[src/rtl/fme_serializador_saida_if.sv]
// FME result capture bus and 4-sample beat stream toward the consumer.
// master drives done/amostras/dado_pronto; slave is the serializer side.
interface fme_serializador_saida_if #(
  parameter int DATA_WIDTH        = 8,
  parameter int NUM_AMOSTRAS      = 162,
  parameter int AMOSTRAS_POR_BEAT = 4
);
  logic                                  done;
  logic [NUM_AMOSTRAS*DATA_WIDTH-1:0]      amostras;
  logic [AMOSTRAS_POR_BEAT*DATA_WIDTH-1:0] dado;
  logic                                  dado_valido;
  logic                                  dado_pronto;
  logic [2:0]                            dado_qtd;
  logic                                  dado_ultimo;
  logic                                  ocupado;
  logic                                  sobreposicao;

  modport master (
    output done, amostras, dado_pronto,
    input  dado, dado_valido, dado_qtd, dado_ultimo, ocupado, sobreposicao
  );

  modport slave (
    input  done, amostras, dado_pronto,
    output dado, dado_valido, dado_qtd, dado_ultimo, ocupado, sobreposicao
  );
endinterface

[src/rtl/fme_serializador_saida.sv]
// Captures all FME samples on the rising edge of done and streams them as 4-sample beats:
// first beat valid one cycle after capture, one beat per cycle; beats hold stable while dado_pronto is low.
module fme_serializador_saida #(
  parameter int DATA_WIDTH        = 8,
  parameter int NUM_AMOSTRAS      = 162,
  parameter int AMOSTRAS_POR_BEAT = 4
) (
  input logic                       clock,
  input logic                       reset,
  fme_serializador_saida_if.slave   bus
);
  localparam int BW        = AMOSTRAS_POR_BEAT * DATA_WIDTH;
  localparam int NUM_BEATS = (NUM_AMOSTRAS + AMOSTRAS_POR_BEAT - 1) / AMOSTRAS_POR_BEAT;
  localparam int BEAT_W    = (NUM_BEATS > 1) ? $clog2(NUM_BEATS) : 1;
  localparam int RESTO     = NUM_AMOSTRAS % AMOSTRAS_POR_BEAT;

  localparam logic [2:0]        QTD_CHEIO   = 3'(AMOSTRAS_POR_BEAT);
  localparam logic [2:0]        QTD_ULTIMO  = (RESTO == 0) ? 3'(AMOSTRAS_POR_BEAT) : 3'(RESTO);
  localparam logic [BEAT_W-1:0] ULTIMO_BEAT = BEAT_W'(NUM_BEATS - 1);

  typedef enum logic {OCIOSO, ENVIO} estado_t;

  estado_t                      r_estado;
  estado_t                      w_prox;
  logic                         r_done_d;
  logic                         r_sobre;
  logic [BEAT_W-1:0]            r_beat;
  logic [BEAT_W-1:0]            w_beat_prox;
  logic [NUM_BEATS-1:0][BW-1:0] r_banco;
  logic [NUM_BEATS*BW-1:0]      w_pad;
  logic                         w_captura;
  logic                         w_carrega;
  logic                         w_handshake;
  logic                         w_ultimo;
  logic [BW-1:0]                w_dado;
  logic [2:0]                   w_qtd;

  assign w_captura   = bus.done & ~r_done_d;
  assign w_handshake = (r_estado == ENVIO) & bus.dado_pronto;
  assign w_ultimo    = (r_beat == ULTIMO_BEAT);

  // Bank is stored beat-aligned; lanes past the last sample stay zero.
  always_comb begin
    w_pad = '0;
    w_pad[NUM_AMOSTRAS*DATA_WIDTH-1:0] = bus.amostras;
  end

  always_comb begin
    w_prox      = r_estado;
    w_beat_prox = r_beat;
    w_carrega   = 1'b0;
    w_dado      = '0;
    w_qtd       = '0;
    unique case (r_estado)
      OCIOSO: begin
        if (w_captura) begin
          w_prox      = ENVIO;
          w_beat_prox = '0;
          w_carrega   = 1'b1;
        end
      end
      ENVIO: begin
        w_dado = r_banco[r_beat];
        w_qtd  = w_ultimo ? QTD_ULTIMO : QTD_CHEIO;
        if (w_handshake) begin
          if (w_ultimo) w_prox      = OCIOSO;
          else          w_beat_prox = r_beat + BEAT_W'(1);
        end
      end
      default: w_prox = OCIOSO;
    endcase
  end

  always_ff @(posedge clock or posedge reset) begin
    if (reset) begin
      r_estado <= OCIOSO;
      r_done_d <= 1'b0;
      r_beat   <= '0;
      r_banco  <= '0;
      r_sobre  <= 1'b0;
    end else begin
      r_estado <= w_prox;
      r_done_d <= bus.done;
      r_beat   <= w_beat_prox;
      if (w_carrega) r_banco <= w_pad;
      // A new result arriving mid-stream is dropped, only flagged.
      if (w_captura && (r_estado == ENVIO)) r_sobre <= 1'b1;
    end
  end

  assign bus.dado         = w_dado;
  assign bus.dado_qtd     = w_qtd;
  assign bus.dado_valido  = (r_estado == ENVIO);
  assign bus.ocupado      = (r_estado == ENVIO);
  assign bus.dado_ultimo  = (r_estado == ENVIO) & w_ultimo;
  assign bus.sobreposicao = r_sobre;
endmodule

[src/flat_wrapper.sv]
// flat-port wrapper written by rule: the top's interface ports become plain ports
module fme_serializador_saida_flat 
#(
  parameter int DATA_WIDTH        = 8,
  parameter int NUM_AMOSTRAS      = 162,
  parameter int AMOSTRAS_POR_BEAT = 4
)
  (clock, reset, bus_done, bus_amostras, bus_dado_pronto, bus_dado, bus_dado_valido, bus_dado_qtd, bus_dado_ultimo, bus_ocupado, bus_sobreposicao);
  fme_serializador_saida_if #(.DATA_WIDTH(DATA_WIDTH), .NUM_AMOSTRAS(NUM_AMOSTRAS), .AMOSTRAS_POR_BEAT(AMOSTRAS_POR_BEAT)) bus_i ();
  input logic clock;
  input logic reset;
  input wire logic [$bits(bus_i.done)-1:0] bus_done;
  input wire logic [$bits(bus_i.amostras)-1:0] bus_amostras;
  input wire logic [$bits(bus_i.dado_pronto)-1:0] bus_dado_pronto;
  output wire logic [$bits(bus_i.dado)-1:0] bus_dado;
  output wire logic [$bits(bus_i.dado_valido)-1:0] bus_dado_valido;
  output wire logic [$bits(bus_i.dado_qtd)-1:0] bus_dado_qtd;
  output wire logic [$bits(bus_i.dado_ultimo)-1:0] bus_dado_ultimo;
  output wire logic [$bits(bus_i.ocupado)-1:0] bus_ocupado;
  output wire logic [$bits(bus_i.sobreposicao)-1:0] bus_sobreposicao;
  assign bus_i.done = bus_done;
  assign bus_i.amostras = bus_amostras;
  assign bus_i.dado_pronto = bus_dado_pronto;
  assign bus_dado = bus_i.dado;
  assign bus_dado_valido = bus_i.dado_valido;
  assign bus_dado_qtd = bus_i.dado_qtd;
  assign bus_dado_ultimo = bus_i.dado_ultimo;
  assign bus_ocupado = bus_i.ocupado;
  assign bus_sobreposicao = bus_i.sobreposicao;
  fme_serializador_saida #(.DATA_WIDTH(DATA_WIDTH), .NUM_AMOSTRAS(NUM_AMOSTRAS), .AMOSTRAS_POR_BEAT(AMOSTRAS_POR_BEAT)) u_core (.clock(clock), .reset(reset), .bus(bus_i));
endmodule
[config.mk]
export PLATFORM = sky130hd
export DESIGN_NAME = fme_serializador_saida_flat
export DESIGN_NICKNAME = d
export VERILOG_FILES = /design/src/rtl/fme_serializador_saida_if.sv /design/src/rtl/fme_serializador_saida.sv /design/src/flat_wrapper.sv
export SDC_FILE = /design/constraint.sdc
export NUM_CORES = 2
export LEC_CHECK = 0
export ABC_AREA = 1
export CAP_MARGIN = 20
export CORE_AREA = 2 2 526 528
export DETAILED_ROUTE_END_ITERATION = 8
export DIE_AREA = 0 0 528 530
export GPL_TIMING_DRIVEN = 0
export PLACE_DENSITY_LB_ADDON = 0.25
export SYNTH_ARGS = -nofsm -noshare
export SYNTH_HDL_FRONTEND = slang
export SYNTH_SLANG_ARGS = --single-unit
[constraint.sdc]
create_clock -name clock -period 51.9 [get_ports clock]
set_clock_uncertainty 0.1 [all_clocks]
set_input_delay 10.38 -clock clock [delete_from_list [all_inputs] [get_ports clock]]
set_output_delay 10.38 -clock clock [all_outputs]
set_load 0.01 [all_outputs]
# Word level (Yosys, flattened, before mapping)
# Index checks and enable logic that the tools add are counted.
[word_totals]
output_inout_bits = 39
rom_bits = 0
inputBits = 1300
latch_bits = 0
reg_bits = 1305
ram_bits = 0
mem_count = 0
[classes]
n_div = 0
eq_ne = 4
bitwise_logic = 5
n_shift = 0
n_addsub = 1
mux = 14
mul = 0
n_reduce_logical = 2
magnitude_cmp = 1
[ops]
columns = ["cell", "count"]
rows = [
  ["$bmux W32 S6", 1],
  ["$mux W32", 2],
  ["$mux W6", 3],
  ["$pmux W6 S2", 1],
  ["$lt A6 B7 Y1 const B", 1],
  ["$add A6 B1 Y6 const B", 1],
  ["$eq A6 B6 Y1 const B", 1],
  ["$mux W3", 2],
  ["$mux W1", 4],
  ["$ne A2 B2 Y1 const B", 2],
  ["$and A1 B1 Y1", 3],
  ["$reduce_and A3 Y1", 1],
  ["$ne A2 B1 Y1 const B", 1],
  ["$not A1 Y1", 2],
  ["$pmux W1 S2", 1],
  ["$logic_and A1 B1 Y1", 1],
]

# Depth between registers and ports, before layout
[logic_depth]
ltp_word = 4
ltp_mapped = 14
depth_no_buf = 10

# Worst setup path before layout
# No wires, ideal clock.
[synth_timing]
path_kind = "flip-flop to output port"
startpoint = "register u_core.r_beat[0]"
endpoint = "output bus_dado_qtd[1]"
path_stages_with_launch = 10
arrival_ns = 1.651
slack_ns = 39.769
path_cell_list = "dfrtp_1 buf_4 inv_4 buf_4 buf_4 buf_4 ha_1 nand4_1 nor2_1 buf_4"
[synth_between]
elab_chain_cells = 3
[synth_rtl]
columns = ["element", "line", "rtl"]
rows = [
  ["start: declaration", "fme_serializador_saida.sv:27", "logic [BEAT_W-1:0] r_beat;"],
  ["start signal: assignment", "fme_serializador_saida.sv:84", "r_beat <= w_beat_prox;"],
  ["$eq A6 B6 Y1", "fme_serializador_saida.sv:40", "assign w_ultimo = (r_beat == ULTIMO_BEAT);"],
  ["$mux W3", "fme_serializador_saida.sv:64", "w_qtd = w_ultimo ? QTD_ULTIMO : QTD_CHEIO;"],
  ["$mux W3", "fme_serializador_saida.sv:54", "unique case (r_estado)"],
  ["end: declaration", "flat_wrapper.sv:17", "output wire logic [$bits(bus_i.dado_qtd)-1:0] bus_dado_qtd;"],
]
# No other way between the ends.

# Worst setup path after layout
[layout_timing]
startpoint = "register u_core.r_beat[1]"
endpoint = "output bus_dado[28]"
[layout_between]
elab_chain_cells = 3
[layout_rtl]
columns = ["element", "line", "rtl"]
rows = [
  ["$bmux W32 S6", "fme_serializador_saida.sv:63", "w_dado = r_banco[r_beat];"],
  ["$mux W32 (implied by the code)", "fme_serializador_saida.sv:63", ""],
  ["$mux W32", "fme_serializador_saida.sv:54", ""],
  ["end: declaration", "flat_wrapper.sv:15", "output wire logic [$bits(bus_i.dado)-1:0] bus_dado;"],
]
# No other way between the ends. The select of a mux whose other input is x is not followed.

==> flow_metrics.tcl <==
set metrics [dict create \
    outcome "completed" \
    timing.final.ws_setup_ns 35.41 \
    ant_nets 0 \
    num_vias 65800 \
    synthFlopType "dfrtp_1" \
    drive_above_1_share_pct 6.43 \
    wl_per_cell_um 33.0 \
    cts_sinks 1305 \
    hold_violations 0 \
    end_kind "output pin" \
    fin_nets 11200 \
    layout_worst_path_cycle_share_pct 31.8 \
    avgSynthCellArea_um2 7.44 \
    syn_to_final_growth_pct 39.2 \
    portBuffers 1337 \
    path_common_cell "nand3_1" \
    cts_buffers 161 \
    wl_met1_mm 187 \
    syn-num-nets 9649 \
    peakVddDrop_mv 0.0330 \
    detail_route.vias_per_cell 4.81 \
    seq_area_frac_synth_pct 52.6 \
    grt_pass1_wl_mm 585 \
    max_freq_mhz 60.6 \
    die_h_um 530 \
    grt_pass1_vias 65200 \
    hp-class "flip-flop to flip-flop" \
    wl_met3_mm 36.0 \
    crit_required_ns 41.42 \
    crit_type "flip-flop to output pin" \
    syn-instance-count 8347 \
    dr.max_layer_used "met5" \
    finalWeightedCongestion 0.972 \
    async_flop_share_pct 100 \
    ys_ff_latch 1305 \
    drt_first_pass_iters 7 \
    synth_cell_types 28 \
    cp_slowest_cell "clkbuf_1" \
    synth_edf_count 0 \
    slew_violations 0 \
    cts_buffer_depth 3 \
    worst_slew_pin_slew_ns 1.26 \
    rows 193 \
    synth_largest_area_cell "dfrtp_1" \
    dp.cells 13300 \
    rsz0062_at_grt "no" \
    fin_cells 13700 \
    grt_overflow_total 0 \
    synth_area_mm2 0.0621 \
    n_fill_cell 29600 \
    drc 0 \
    routed-wl-met2_mm 205 \
    core_area_mm2 0.275 \
    synth_top_cells_by_area "dfrtp_1 (53%), nand2_1 (23%), o21ai_0 (6.1%), nand3_1 (4.8%), inv_1 (3.7%)" \
    worstPathMaxFanout 10 \
    ctsHoldBuffers 0 \
    yosysMostFrequentCell "nand2_1" \
    leakagePower_nw 41.8 \
    drv_cap 0 \
    root_buffer "clkbuf_16" \
    p_per_area_mw_per_mm2 55.4 \
    fin_tns_setup_ns 0 \
    die_area_mm2 0.280 \
    grt_max_degree 128 \
    cts_setup_buffers 0 \
    cp_slowest_stage_delay_ns 0.90 \
    netlist.area_leader.share_pct 52.6 \
    synth.yosys.warnings 0 \
    dpl.hpwl_mm 375 \
    grtUsageTotal_pct 31.3 \
    pre_cts_ws_ns 36.31 \
    first_iter_violations 7170 \
    start_util_pct 22.6 \
    ioPinCount 1339 \
    clkLatencyLatePin_ns 0.84 \
    clk_pin_slew_ns 0.07 \
    fin_crit_ns 16.49 \
    cts_resized 0 \
    antenna_found_initial 124 \
    worstPathArrival_ns 6.01 \
    worst_hold_slack_ns 0.369 \
    relSlewSlack_pct 14.9 \
    drt-total-wl_mm 451 \
    synth_commonest_cells "nand2_1 (3866), dfrtp_1 (1305), o21ai_0 (754)" \
    cp_cell_sequence "buf_4 > buf_2 > clkbuf_1 > nand3_1 > nand3_1 > nand3_1 > nand2_1 > nand3_1 > a21oi_1 > clkdlybuf4s50_1" \
    critPathLaunchType "flip-flop" \
    die_w_um 528 \
    cts_tree "yes" \
    h-tree-depth 4 \
    setup_viol 0 \
]
-- path summary, 6_finish.rpt --
kind | from | cells past startpoint | to | slack, ns
max in group asynchronous | reset | 8 | u_core.r_banco[1201]$_DFFE_PP0P_ | 38.93
max | u_core.r_beat[1]$_DFFE_PP0P_ | 10 | bus_dado[28] | 35.41
min | u_core.bus.sobreposicao$_DFFE_PP0P_ | 1 | u_core.bus.sobreposicao$_DFFE_PP0P_ | 0.37
max reg2reg | u_core.bus.dado_valido$_DFF_PP0_ | 9 | u_core.r_banco[220]$_DFFE_PP0P_ | 47.76
min reg2reg | u_core.bus.sobreposicao$_DFFE_PP0P_ | 1 | u_core.bus.sobreposicao$_DFFE_PP0P_ | 0.37
min in group asynchronous | reset | 2 | u_core.r_banco[697]$_DFFE_PP0P_ | 9.74
-- metal layers --
metal	vias to the layer above	track usage, %
li1	29100	-
met1	32400	40.2
met2	3489	49.8
met3	679	6.99
met4	64	14.6
met5	-	0
-- power by group --
group	switching [W]	internal (W)
Combinational	0.00154	0.000557
Sequential	0.000158	0.00132
Clock	0.000497	0.000715
Total	0.00220	0.00259
-- flip-flops by register name (all words and copies together), names as in the netlist --
name,count
u_core.r_beat,6
u_core.r_banco,1296
u_core.bus.sobreposicao,1
u_core.bus.dado_valido,1
u_core.r_done_d,1
-- critical path, delay by kind of cell, from the launching register on --
| family | cells | cell delay, ns |
|---|---|---|
| buffers and inverters | 4 | 2.30 |
| AND/OR/NAND/NOR | 5 | 1.92 |
| AO/OA/AOI/OAI | 1 | 0.54 |
| flip-flops | 1 | 0.35 |
-- placed cells by master, fill, tap and decap left out, types with 2 or more instances in the layout --
master / n
nand2_1: 3866
clkdlybuf4s50_1: 1337
dfrtp_1: 1305
o21ai_0: 752
inv_1: 614
nand3_1: 593
nor2_1: 333
buf_2: 303
clkbuf_1: 243
clkbuf_16: 166
o211ai_1: 135
a21oi_1: 111
diode_2: 61
o21ai_1: 48
clkbuf_8: 37
buf_1: 28
buf_4: 28
clkinv_2: 20
bufinv_16: 15
buf_16: 15
buf_8: 14
a21oi_2: 10
buf_6: 7
clkinvlp_4: 5
inv_6: 5
inv_2: 4
nand4_1: 3
inv_16: 3
clkinv_8: 3
clkbuf_2: 2
ha_1: 2
-- through the flow --
| step | instance area, um^2 | total power [W] | util (%) |
|---|---|---|---|
| 2_1_floorplan | 62100 | 0.00233 | - |
| 3_3_place_gp | 80000 | 0.00355 | 29.1 |
| 3_5_place_dp | 80700 | 0.00357 | 29.4 |
| 4_1_cts | 86200 | 0.00479 | 31.4 |
| 5_1_grt | 86300 | 0.00496 | 31.4 |
| 6_report | 86400 | 0.00479 | 31.4 |
-- final cells by class --
cell class,instances,area [um^2],area share (%)
flip-flops and latches,1305,32700,37.8
multi-input cells,5861,24500,28.4
well taps,3607,4510,5.22
repair buffers,1382,14100,16.3
inverters,621,2340,2.71
diodes,61,153,0.177
clock buffers,239,4800,5.55
plain buffers,560,2580,2.99
clock inverters,52,749,0.867
-- logic make-up after synthesis --
kind of cell,synth area share [%]
simple gates,30.3
flops,52.6
buf+inv,7.92
compound gates,9.16
fa+ha+maj,0.0403
xor+xnor,0.0141
other cells,0.00604
No activity file was read; power rests on OpenSTA's default activity.
